`src/rtl/cu_pkg.sv`:
```
// Shared encodings for the control sequencer: 6-bit state codes, opcodes, instruction classes.
package cu_pkg;

    localparam int unsigned ST_W = 6;
    localparam int unsigned OP_W = 5;

    localparam logic [ST_W-1:0] S_RESET = 6'd0;
    localparam logic [ST_W-1:0] S_T0    = 6'd1;
    localparam logic [ST_W-1:0] S_T1    = 6'd2;
    localparam logic [ST_W-1:0] S_T2    = 6'd3;
    localparam logic [ST_W-1:0] S_T3    = 6'd4;
    localparam logic [ST_W-1:0] S_ALU1  = 6'd5;
    localparam logic [ST_W-1:0] S_ALU2  = 6'd6;
    localparam logic [ST_W-1:0] S_ALU3  = 6'd7;
    localparam logic [ST_W-1:0] S_IMM1  = 6'd8;
    localparam logic [ST_W-1:0] S_IMM2  = 6'd9;
    localparam logic [ST_W-1:0] S_IMM3  = 6'd10;
    localparam logic [ST_W-1:0] S_MD1   = 6'd11;
    localparam logic [ST_W-1:0] S_MD2   = 6'd12;
    localparam logic [ST_W-1:0] S_MD3   = 6'd13;
    localparam logic [ST_W-1:0] S_MD4   = 6'd14;
    localparam logic [ST_W-1:0] S_NEG1  = 6'd15;
    localparam logic [ST_W-1:0] S_NEG2  = 6'd16;
    localparam logic [ST_W-1:0] S_LD1   = 6'd17;
    localparam logic [ST_W-1:0] S_LD2   = 6'd18;
    localparam logic [ST_W-1:0] S_LD3   = 6'd19;
    localparam logic [ST_W-1:0] S_LD4   = 6'd20;
    localparam logic [ST_W-1:0] S_LD5   = 6'd21;
    localparam logic [ST_W-1:0] S_LDI1  = 6'd22;
    localparam logic [ST_W-1:0] S_LDI2  = 6'd23;
    localparam logic [ST_W-1:0] S_LDI3  = 6'd24;
    localparam logic [ST_W-1:0] S_ST1   = 6'd25;
    localparam logic [ST_W-1:0] S_ST2   = 6'd26;
    localparam logic [ST_W-1:0] S_ST3   = 6'd27;
    localparam logic [ST_W-1:0] S_ST4   = 6'd28;
    localparam logic [ST_W-1:0] S_ST5   = 6'd29;
    localparam logic [ST_W-1:0] S_BR1   = 6'd30;
    localparam logic [ST_W-1:0] S_BR2   = 6'd31;
    localparam logic [ST_W-1:0] S_BR3   = 6'd32;
    localparam logic [ST_W-1:0] S_BR4   = 6'd33;
    localparam logic [ST_W-1:0] S_JR1   = 6'd34;
    localparam logic [ST_W-1:0] S_JAL1  = 6'd35;
    localparam logic [ST_W-1:0] S_JAL2  = 6'd36;
    localparam logic [ST_W-1:0] S_IN1   = 6'd37;
    localparam logic [ST_W-1:0] S_OUT1  = 6'd38;
    localparam logic [ST_W-1:0] S_MFHI1 = 6'd39;
    localparam logic [ST_W-1:0] S_MFLO1 = 6'd40;
    localparam logic [ST_W-1:0] S_HALT  = 6'd41;

    localparam logic [OP_W-1:0] OP_LD     = 5'd0;
    localparam logic [OP_W-1:0] OP_LDI    = 5'd1;
    localparam logic [OP_W-1:0] OP_ST     = 5'd2;
    localparam logic [OP_W-1:0] OP_ALU_LO = 5'd3;
    localparam logic [OP_W-1:0] OP_ALU_HI = 5'd11;
    localparam logic [OP_W-1:0] OP_IMM_LO = 5'd12;
    localparam logic [OP_W-1:0] OP_IMM_HI = 5'd14;
    localparam logic [OP_W-1:0] OP_MUL    = 5'd15;
    localparam logic [OP_W-1:0] OP_DIV    = 5'd16;
    localparam logic [OP_W-1:0] OP_NEG    = 5'd17;
    localparam logic [OP_W-1:0] OP_NOT    = 5'd18;
    localparam logic [OP_W-1:0] OP_BR     = 5'd19;
    localparam logic [OP_W-1:0] OP_JR     = 5'd20;
    localparam logic [OP_W-1:0] OP_JAL    = 5'd21;
    localparam logic [OP_W-1:0] OP_IN     = 5'd22;
    localparam logic [OP_W-1:0] OP_OUT    = 5'd23;
    localparam logic [OP_W-1:0] OP_MFHI   = 5'd24;
    localparam logic [OP_W-1:0] OP_MFLO   = 5'd25;
    localparam logic [OP_W-1:0] OP_NOP    = 5'd26;
    localparam logic [OP_W-1:0] OP_HALT   = 5'd27;

    typedef enum logic [4:0] {
        CLS_ALU, CLS_IMM, CLS_MD, CLS_NEG, CLS_LD, CLS_LDI, CLS_ST, CLS_BR,
        CLS_JR, CLS_JAL, CLS_IN, CLS_OUT, CLS_MFHI, CLS_MFLO, CLS_NOP, CLS_HALT, CLS_ILL
    } instr_cls_e;

endpackage

```
`src/rtl/cu_decode.sv`:
```
// Opcode-to-class decoder; anything outside the defined set is flagged illegal.
module cu_decode
    import cu_pkg::*;
(
    input  logic [OP_W-1:0] opcode,
    output instr_cls_e      cls,
    output logic            illegal
);

    always_comb begin
        cls = CLS_ILL;
        case (opcode)
            OP_LD:          cls = CLS_LD;
            OP_LDI:         cls = CLS_LDI;
            OP_ST:          cls = CLS_ST;
            OP_MUL, OP_DIV: cls = CLS_MD;
            OP_NEG, OP_NOT: cls = CLS_NEG;
            OP_BR:          cls = CLS_BR;
            OP_JR:          cls = CLS_JR;
            OP_JAL:         cls = CLS_JAL;
            OP_IN:          cls = CLS_IN;
            OP_OUT:         cls = CLS_OUT;
            OP_MFHI:        cls = CLS_MFHI;
            OP_MFLO:        cls = CLS_MFLO;
            OP_NOP:         cls = CLS_NOP;
            OP_HALT:        cls = CLS_HALT;
            default: begin
                if (opcode >= OP_ALU_LO && opcode <= OP_ALU_HI) begin
                    cls = CLS_ALU;
                end else if (opcode >= OP_IMM_LO && opcode <= OP_IMM_HI) begin
                    cls = CLS_IMM;
                end else begin
                    cls = CLS_ILL;
                end
            end
        endcase
    end

    assign illegal = (cls == CLS_ILL);

endmodule

```
`src/rtl/control_sequencer.sv`:
```
// One-state-per-clock Moore control sequencer: fetch, per-class execute, memory handshake waits, halt.
module control_sequencer
    import cu_pkg::*;
#(
    parameter int unsigned IW     = 32,
    parameter int unsigned MEM_HS = 1,
    parameter int unsigned CNT_W  = 16
) (
    input  logic              Clock,
    input  logic              Reset,
    input  logic [IW-1:0]     IR,
    input  logic              Con_FF,
    input  logic              Stop,
    input  logic              Mem_ready,
    output logic [ST_W-1:0]   present_state,
    output logic              Run,
    output logic              Illegal,
    output logic [CNT_W-1:0]  Instr_count,
    output logic              clear, IncPC, strobe, Gra, Grb, Grc, Rin, Rout, BAout, Cout,
    output logic              PCout, MDRout, Zhighout, Zlowout, HIout, LOout, InPortout,
    output logic              PCin, IRin, Yin, Zlowin, Zhighin, MARin, MDRin, HIin, LOin,
    output logic              CONin, OutPortIn,
    output logic              Read, Write
);

    logic [ST_W-1:0]  state_q, state_d;
    logic [CNT_W-1:0] count_q, count_d;
    logic             illegal_q, illegal_d;
    instr_cls_e       dec_cls;
    logic             dec_illegal;
    logic             mem_wait;
    logic [ST_W-1:0]  end_nxt;
    logic             zin;
    logic             unused_ir;

    cu_decode u_decode (
        .opcode  (IR[IW-1 -: OP_W]),
        .cls     (dec_cls),
        .illegal (dec_illegal)
    );

    assign unused_ir = ^IR[IW-OP_W-1:0];
    assign mem_wait  = (MEM_HS != 0) && !Mem_ready;
    assign end_nxt   = Stop ? S_HALT : S_T0;

    always_ff @(posedge Clock or negedge Reset) begin
        if (!Reset) begin
            state_q   <= S_RESET;
            count_q   <= '0;
            illegal_q <= 1'b0;
        end else begin
            state_q   <= state_d;
            count_q   <= count_d;
            illegal_q <= illegal_d;
        end
    end

    always_comb begin
        state_d   = state_q;
        count_d   = count_q;
        illegal_d = illegal_q;
        case (state_q)
            S_RESET: state_d = S_T0;
            S_T0:    state_d = S_T1;
            S_T1:    state_d = S_T2;
            S_T2: begin
                if (!mem_wait) begin
                    state_d = S_T3;
                    count_d = count_q + CNT_W'(1);
                end
            end
            S_T3: begin
                case (dec_cls)
                    CLS_ALU:  state_d = S_ALU1;
                    CLS_IMM:  state_d = S_IMM1;
                    CLS_MD:   state_d = S_MD1;
                    CLS_NEG:  state_d = S_NEG1;
                    CLS_LD:   state_d = S_LD1;
                    CLS_LDI:  state_d = S_LDI1;
                    CLS_ST:   state_d = S_ST1;
                    CLS_BR:   state_d = S_BR1;
                    CLS_JR:   state_d = S_JR1;
                    CLS_JAL:  state_d = S_JAL1;
                    CLS_IN:   state_d = S_IN1;
                    CLS_OUT:  state_d = S_OUT1;
                    CLS_MFHI: state_d = S_MFHI1;
                    CLS_MFLO: state_d = S_MFLO1;
                    CLS_NOP:  state_d = end_nxt;
                    default:  state_d = S_HALT;
                endcase
                illegal_d = illegal_q | dec_illegal;
            end
            S_ALU1: state_d = S_ALU2;
            S_ALU2: state_d = S_ALU3;
            S_IMM1: state_d = S_IMM2;
            S_IMM2: state_d = S_IMM3;
            S_MD1:  state_d = S_MD2;
            S_MD2:  state_d = S_MD3;
            S_MD3:  state_d = S_MD4;
            S_NEG1: state_d = S_NEG2;
            S_LD1:  state_d = S_LD2;
            S_LD2:  state_d = S_LD3;
            S_LD3:  state_d = S_LD4;
            S_LD4:  state_d = mem_wait ? S_LD4 : S_LD5;
            S_LDI1: state_d = S_LDI2;
            S_LDI2: state_d = S_LDI3;
            S_ST1:  state_d = S_ST2;
            S_ST2:  state_d = S_ST3;
            S_ST3:  state_d = S_ST4;
            S_ST4:  state_d = S_ST5;
            S_ST5:  state_d = mem_wait ? S_ST5 : end_nxt;
            S_BR1:  state_d = S_BR2;
            S_BR2:  state_d = S_BR3;
            S_BR3:  state_d = S_BR4;
            S_JAL1: state_d = S_JAL2;
            S_ALU3, S_IMM3, S_MD4, S_NEG2, S_LD5, S_LDI3, S_BR4,
            S_JR1, S_JAL2, S_IN1, S_OUT1, S_MFHI1, S_MFLO1: state_d = end_nxt;
            S_HALT: state_d = S_HALT;
            default: state_d = S_RESET;
        endcase
    end

    // Moore decode; the br final state is the one place an input (Con_FF) reaches an output.
    always_comb begin
        clear = 1'b0; IncPC = 1'b0; strobe = 1'b0; Gra = 1'b0; Grb = 1'b0; Grc = 1'b0;
        Rin = 1'b0; Rout = 1'b0; BAout = 1'b0; Cout = 1'b0;
        PCout = 1'b0; MDRout = 1'b0; Zhighout = 1'b0; Zlowout = 1'b0; HIout = 1'b0;
        LOout = 1'b0; InPortout = 1'b0;
        PCin = 1'b0; IRin = 1'b0; Yin = 1'b0; zin = 1'b0; MARin = 1'b0; MDRin = 1'b0;
        HIin = 1'b0; LOin = 1'b0; CONin = 1'b0; OutPortIn = 1'b0;
        Read = 1'b0; Write = 1'b0;
        Run = (state_q != S_RESET) && (state_q != S_HALT);
        case (state_q)
            S_RESET: clear = 1'b1;
            S_T0:    begin PCout = 1'b1; MARin = 1'b1; IncPC = 1'b1; zin = 1'b1; end
            S_T1, S_BR4: begin Zlowout = 1'b1; PCin = (state_q == S_T1) ? 1'b1 : Con_FF; end
            S_T2, S_LD4: begin Read = 1'b1; MDRin = 1'b1; end
            S_T3:    begin MDRout = 1'b1; IRin = 1'b1; end
            S_ALU1, S_IMM1: begin Grb = 1'b1; Rout = 1'b1; Yin = 1'b1; end
            S_ALU2:  begin Grc = 1'b1; Rout = 1'b1; zin = 1'b1; end
            S_IMM2, S_LD2, S_LDI2, S_ST2, S_BR3: begin Cout = 1'b1; zin = 1'b1; end
            S_ALU3, S_IMM3, S_NEG2, S_LDI3: begin Zlowout = 1'b1; Gra = 1'b1; Rin = 1'b1; end
            S_MD1:   begin Gra = 1'b1; Rout = 1'b1; Yin = 1'b1; end
            S_MD2, S_NEG1: begin Grb = 1'b1; Rout = 1'b1; zin = 1'b1; end
            S_MD3:   begin Zhighout = 1'b1; HIin = 1'b1; end
            S_MD4:   begin Zlowout = 1'b1; LOin = 1'b1; end
            S_LD1, S_LDI1, S_ST1: begin Grb = 1'b1; BAout = 1'b1; Yin = 1'b1; end
            S_LD3, S_ST3: begin Zlowout = 1'b1; MARin = 1'b1; end
            S_LD5:   begin MDRout = 1'b1; Gra = 1'b1; Rin = 1'b1; end
            S_ST4:   begin Gra = 1'b1; Rout = 1'b1; MDRin = 1'b1; end
            S_ST5:   Write = 1'b1;
            S_BR1:   begin Gra = 1'b1; Rout = 1'b1; CONin = 1'b1; end
            S_BR2:   begin PCout = 1'b1; Yin = 1'b1; end
            S_JR1, S_JAL2: begin Gra = 1'b1; Rout = 1'b1; PCin = 1'b1; end
            S_JAL1:  PCout = 1'b1;
            S_IN1:   begin strobe = 1'b1; InPortout = 1'b1; Gra = 1'b1; Rin = 1'b1; end
            S_OUT1:  begin Gra = 1'b1; Rout = 1'b1; OutPortIn = 1'b1; end
            S_MFHI1: begin HIout = 1'b1; Gra = 1'b1; Rin = 1'b1; end
            S_MFLO1: begin LOout = 1'b1; Gra = 1'b1; Rin = 1'b1; end
            default: ;
        endcase
    end

    assign Zlowin        = zin;
    assign Zhighin       = zin;
    assign present_state = state_q;
    assign Illegal       = illegal_q;
    assign Instr_count   = count_q;

endmodule

```
`config.mk`:
```
export PLATFORM = sky130hd
export DESIGN_NAME = control_sequencer
export DESIGN_NICKNAME = d
export VERILOG_FILES = /design/src/rtl/cu_pkg.sv /design/src/rtl/cu_decode.sv /design/src/rtl/control_sequencer.sv
export SDC_FILE = /design/constraint.sdc
export NUM_CORES = 1
export LEC_CHECK = 0
export ABC_AREA = 0
export CELL_PAD_IN_SITES_DETAIL_PLACEMENT = 1
export CELL_PAD_IN_SITES_GLOBAL_PLACEMENT = 1
export CORE_UTILIZATION = 28
export CTS_CLUSTER_SIZE = 30
export DETAILED_ROUTE_END_ITERATION = 6
export GPL_TIMING_DRIVEN = 0
export HOLD_SLACK_MARGIN = 0.15
export PLACE_DENSITY = 0.89
export SLEW_MARGIN = 20
export SYNTH_ARGS = -nofsm -noshare
export SYNTH_HDL_FRONTEND = slang
export SYNTH_HIERARCHICAL = 1
export SYNTH_SLANG_ARGS = --single-unit
```
`constraint.sdc`:
```
create_clock -name Clock -period 2.11 [get_ports Clock]
set_input_delay 0.422 -clock Clock [delete_from_list [all_inputs] [get_ports Clock]]
set_output_delay 0.422 -clock Clock [all_outputs]
set_load 0.01 [all_outputs]
```
Word level (Yosys, flattened, before mapping)
Index checks and enable logic that the tools add are counted.
Operators by class
  add/subtract/negate cells: 1
  reductions and logical operators: 27
  $lt $le $gt $ge: 4
  equal/unequal tests: 73
  multiplexer cells: 37
  bitwise logic cells: 1
Operators with widths (count)
  6-bit one-hot mux with 30 select lines: 1
  6-bit by 5-bit equality test with 1-bit output (second input constant): 16
  6-bit one-hot mux with 15 select lines: 1
  5-bit one-hot mux with 14 select lines: 1
  5-bit equality test (second input constant): 13
  6-bit equality test (second input constant): 10
  6-bit by 4-bit equality test with 1-bit output (second input constant): 8
  5-bit by 4-bit equality test with 1-bit output (second input constant): 8
  1-bit two-way mux: 28
  6-bit by 3-bit equality test with 1-bit output (second input constant): 4
  5-bit by 3-bit equality test with 1-bit output (second input constant): 4
  6-bit two-way mux: 3
  9-bit OR reduction: 2
  16-bit by 1-bit adder with 16-bit output (second input constant): 1
  5-bit by 2-bit equality test with 1-bit output (second input constant): 3
  14-bit OR reduction: 1
  7-bit OR reduction: 2
  13-bit OR reduction: 1
  6-bit by 2-bit equality test with 1-bit output (second input constant): 2
  2-bit OR reduction: 6
  3-bit OR reduction: 4
  11-bit OR reduction: 1
  5-bit by 1-bit equality test with 1-bit output (second input constant): 2
  5-bit by 4-bit <= comparator with 1-bit output (second input constant): 2
  other kinds (15): 19
Word-level totals
  register bits after elaboration: 23
  word-level logic and storage cells: 146
  input bits: 37

Depth between registers and ports, before layout
  depth after elaboration: 8
  mapped depth: 10
  gate-level depth less buffers: 8

Cells and area by module
Netlist, hierarchy kept.
By module, submodules not included
  control_sequencer: cells each 300, sequential area each 575.6 um2, area an instance 2185.8 um2, times used 1
  cu_decode: cells each 23, sequential area each 0.0 um2, area an instance 158.9 um2, times used 1

Worst setup path after synthesis
OpenSTA, ideal clock, no wires.
  path type: register -> output
  from: register state_q[3] (netlist: present_state[3])
  to: output port Zlowin
  cell stages (with the launch flop): 8
  arrival time: 1937 ps
  data required time: 1688 ps
  path buffers: 3
  slack: -249 ps
  path through: dfrtp_1 > clkbuf_1 > clkbuf_1 > nand2_1 > o21ai_0 > a22oi_1 > o21ai_0 > buf_4
On the way
  longest elaborated chain between the ends: 3
Ends and longest elaborated chain
  start: declaration: line control_sequencer.sv:26  | logic [ST_W-1:0] state_q, state_d;
  start signal: assignment: line control_sequencer.sv:52  | state_q <= state_d;
  6-bit equality test, or another cell as far along: line control_sequencer.sv:133  | case (state_q)
  9-bit OR reduction (no line) (*)
  1-bit two-way mux (*): line control_sequencer.sv:133
  end: declaration: line control_sequencer.sv:21  | output logic PCin, IRin, Yin, Zlowin, Zhighin, MARin, MDRin, HIin, LOin,
Every way passes the cells marked *; elsewhere a longest branch is shown, timed or not.

Final worst setup path
  from: register state_q[2] (netlist: present_state[2])
  to: output port Zlowin
Same word-level chain as after synthesis.

==> results.md <==
* Wire length after detailed routing at 13500 µm
* DP HPWL at 6890 µm
* Tcrit/Tclk final at 120%
* Failing checks: negative setup slack
* Syn avg cell area at 7.26 µm²
* Final setup viols at 41
* Post-synthesis sequential area ratio at 24.5%
* DIE HEIGHT at 93.5 µm
* Syn-to-layout area delta at 83.7%
* Critical path's slowest cell: dfrtp_1
* Clock buffer depth at 2
* Starting density of the core at 28.7%
* Unrepaired setup endpoints after global routing: true
* Yosys warns at 6
* Vias in the first global route at 3327
* PortBufs at 60
* WL met1 at 5260 µm
* Residual DRC at 0
* CTS Root Cell: clkbuf_8
* Mapped Area at 2340 µm²
* Critical Path AT at 2120 ps
* CTS sink cnt at 23
* ANT cells at 0
* Design area at 4310 µm²
* Mean number of vias per cell at 6.09
* Post-DP Area at 3090 µm²
* Die Width at 93.5 µm
* Insertion delay to the later sink of the worst-skew pair at 270 ps
* Worst Setup Slack, final at -431 ps
* Element type at the critical path end: output port
* Clk_skew at 8.47 ps
* Antenna viol nets, final at 0
* Commonest non-fill, non-tap cells in the layout: buf_4 (52), buf_6 (27), clkdlybuf4s50_1 (26), buf_2 (21)
* TritonCTS buffer count at 3
* Top routing layer used: met4
* Period minus WS final at 2540 ps
* 1st-iter DRT viols at 285
* Post-synth EDFFs at 0
* TritonCTS clock tree: yes
* Pre-Repair DR Iteration Count at 7
* Metal3 WL at 1140 µm
* RePlAce Congestion at 0.962
* Max_slew headroom at 63.1%
* Std-Cell Rows at 33
* Worst slack, placed at -1120 ps
* Commonest non-fill, non-tap cell in the layout: buf_4
* Largest net degree at the start of global routing at 24
* Placeable Area at 8180 µm²
* VDD IR max at 0.418 mV
* Nets at 492
* Slew Limit Fails at 0
* Status: finished with violations
* WL met2 at 6470 µm
* CP Class: reg2out
* Clk slew on worst S/H paths at 90 ps
* Grt ovf at 0
* Fmax at 393 MHz
* Number of I/O pins at 91
* PwrDens at 1500 nW/µm²
* Mapped Cells at 323
* Syn_nets at 361
* Nature of the critical path startpoint: flop
* Die area at 8740 µm²
* First-pass GRT wire length at 18100 µm
* Share of cells above drive strength 1 at 47.5%
* Max_cap viols at 0
* Leak at 1.85 nW
* WP data required at 1690 ps
* Routed wire per std cell at 24.2 µm
* Most common flop cell mapped by yosys: dfrtp_1
* Slew @ Worst Pin at 548 ps
* CP bufs+invs at 3
* Routed via count at 3400
* CP max stage delay at 430 ps
* CTS H-Tree Depth at 1
* CP delay by family, top: compound AO/OA/AOI/OAI gates
* Fin. Hold Viols at 0
* Worst path most repeated cell: buf_6
* GRT Util Overall at 26.9%
* Worst Hold Class: in2async
* Crit path max fanout at 5
* Yosys cell types at 58
* Synthesis-stage register bit count at 23
* Antenna violations before repair at 0
* CP cell instances: buf_6 > and3b_2 > o21ai_2 > o41ai_4 > a22oi_1 > o21ai_1 > buf_4 > buf_6
* Ys async rst share at 100%
==> state kept, by name, indices dropped and copies added (netlist names) <==
register       cells
Instr_count       16
present_state      6
Illegal            1
==> Yosys cell counts, types with 3 or more instances <==
cell type  instances  share of area (%)
nor3_1            20                4.3
nand4_1            4                1.1
a22oi_1            6                1.9
and3_1             6                1.6
buf_4              5                1.6
clkbuf_1          22                3.5
nor4_1             4                1.1
a31oi_1            7                1.9
nor2b_1            9                2.4
or4_1              3               0.96
xor2_1             9                3.4
a21oi_1           21                4.5
nor2_1            33                5.3
o31ai_1            3               0.96
xnor2_1            9                3.4
nand2b_1          10                2.7
nand2_1           25                4.0
o21a_1             3               0.96
nand3_1           11                2.3
a211oi_1           5                1.6
o32ai_1            3                1.1
inv_1              5               0.80
o211ai_1           5                1.6
o21ai_0           26                5.5
o22ai_1            3               0.80
dfrtp_1           23                 25
==> metal layers <==
metal,track usage (%),vias to the layer above
met1,33.6,1673
met2,43.6,210
met5,0,-
met4,12.3,0
li1,-,1444
met3,6.50,73
==> timing repair <==
action	in CTS	in global routing
pin swaps	20	29
buffers inserted	38	29
resized for setup	223	101
hold buffers	0	0
cloned	3	0
setup endpoints to repair	42	39
==> path summary, 6_finish.rpt <==
check	to	startpoint	slack (ps)	cells after the start
worst max-delay path	Zlowin	present_state[2]	-430	8
worst min-delay path	Instr_count[11]	Reset	120	1
max in group asynchronous	present_state[0]	Reset	1600	1
worst min register to register	Illegal	Illegal	490	1
min in group Clock	Illegal	Illegal	490	1
worst max register to register	Instr_count[6]	present_state[4]	-240	8
==> power by group <==
| group | switching, W | internal [W] |
|---|---|---|
| registers | 0.000147 | 0.000542 |
| logic | 0.00298 | 0.00252 |
| clock network | 0.000151 | 0.000132 |
| total | 0.00328 | 0.00319 |
==> metrics by stage <==
stage | util, % | total power (W) | cells | hold WS [ps] | setup TNS, ps
6_report | 52.7 | 0.00647 | 558 | 116 | -7020
5_1_grt | 52.7 | 0.00669 | 558 | 148 | -9210
3_5_place_dp | 37.8 | 0.00376 | 488 | 470 | -24540
3_3_place_gp | 37.8 | 0.00371 | 488 | 459 | -23360
2_1_floorplan | - | 0.00246 | 323 | 126 | -115
4_1_cts | 47.0 | 0.00518 | 530 | 492 | -3640
==> logic make-up after synthesis <==
group	synth area share (%)
compound gates	25.7
xor+xnor	6.72
fa+ha+maj	0.534
buf+inv	7.31
flops	24.5
mux	1.33
simple gates	33.9
==> cell type report <==
type                    instances  area, µm²
plain buffers                  29        352
clock buffers                   3       41.3
clock inverters                 1       5.00
fillers                       970       3870
inverters                       6       37.5
multi-input cells             262       2020
flip-flops and latches         23        579
well taps                     105        131
repair buffers                129       1140
Power figures use the tool's default switching activity.
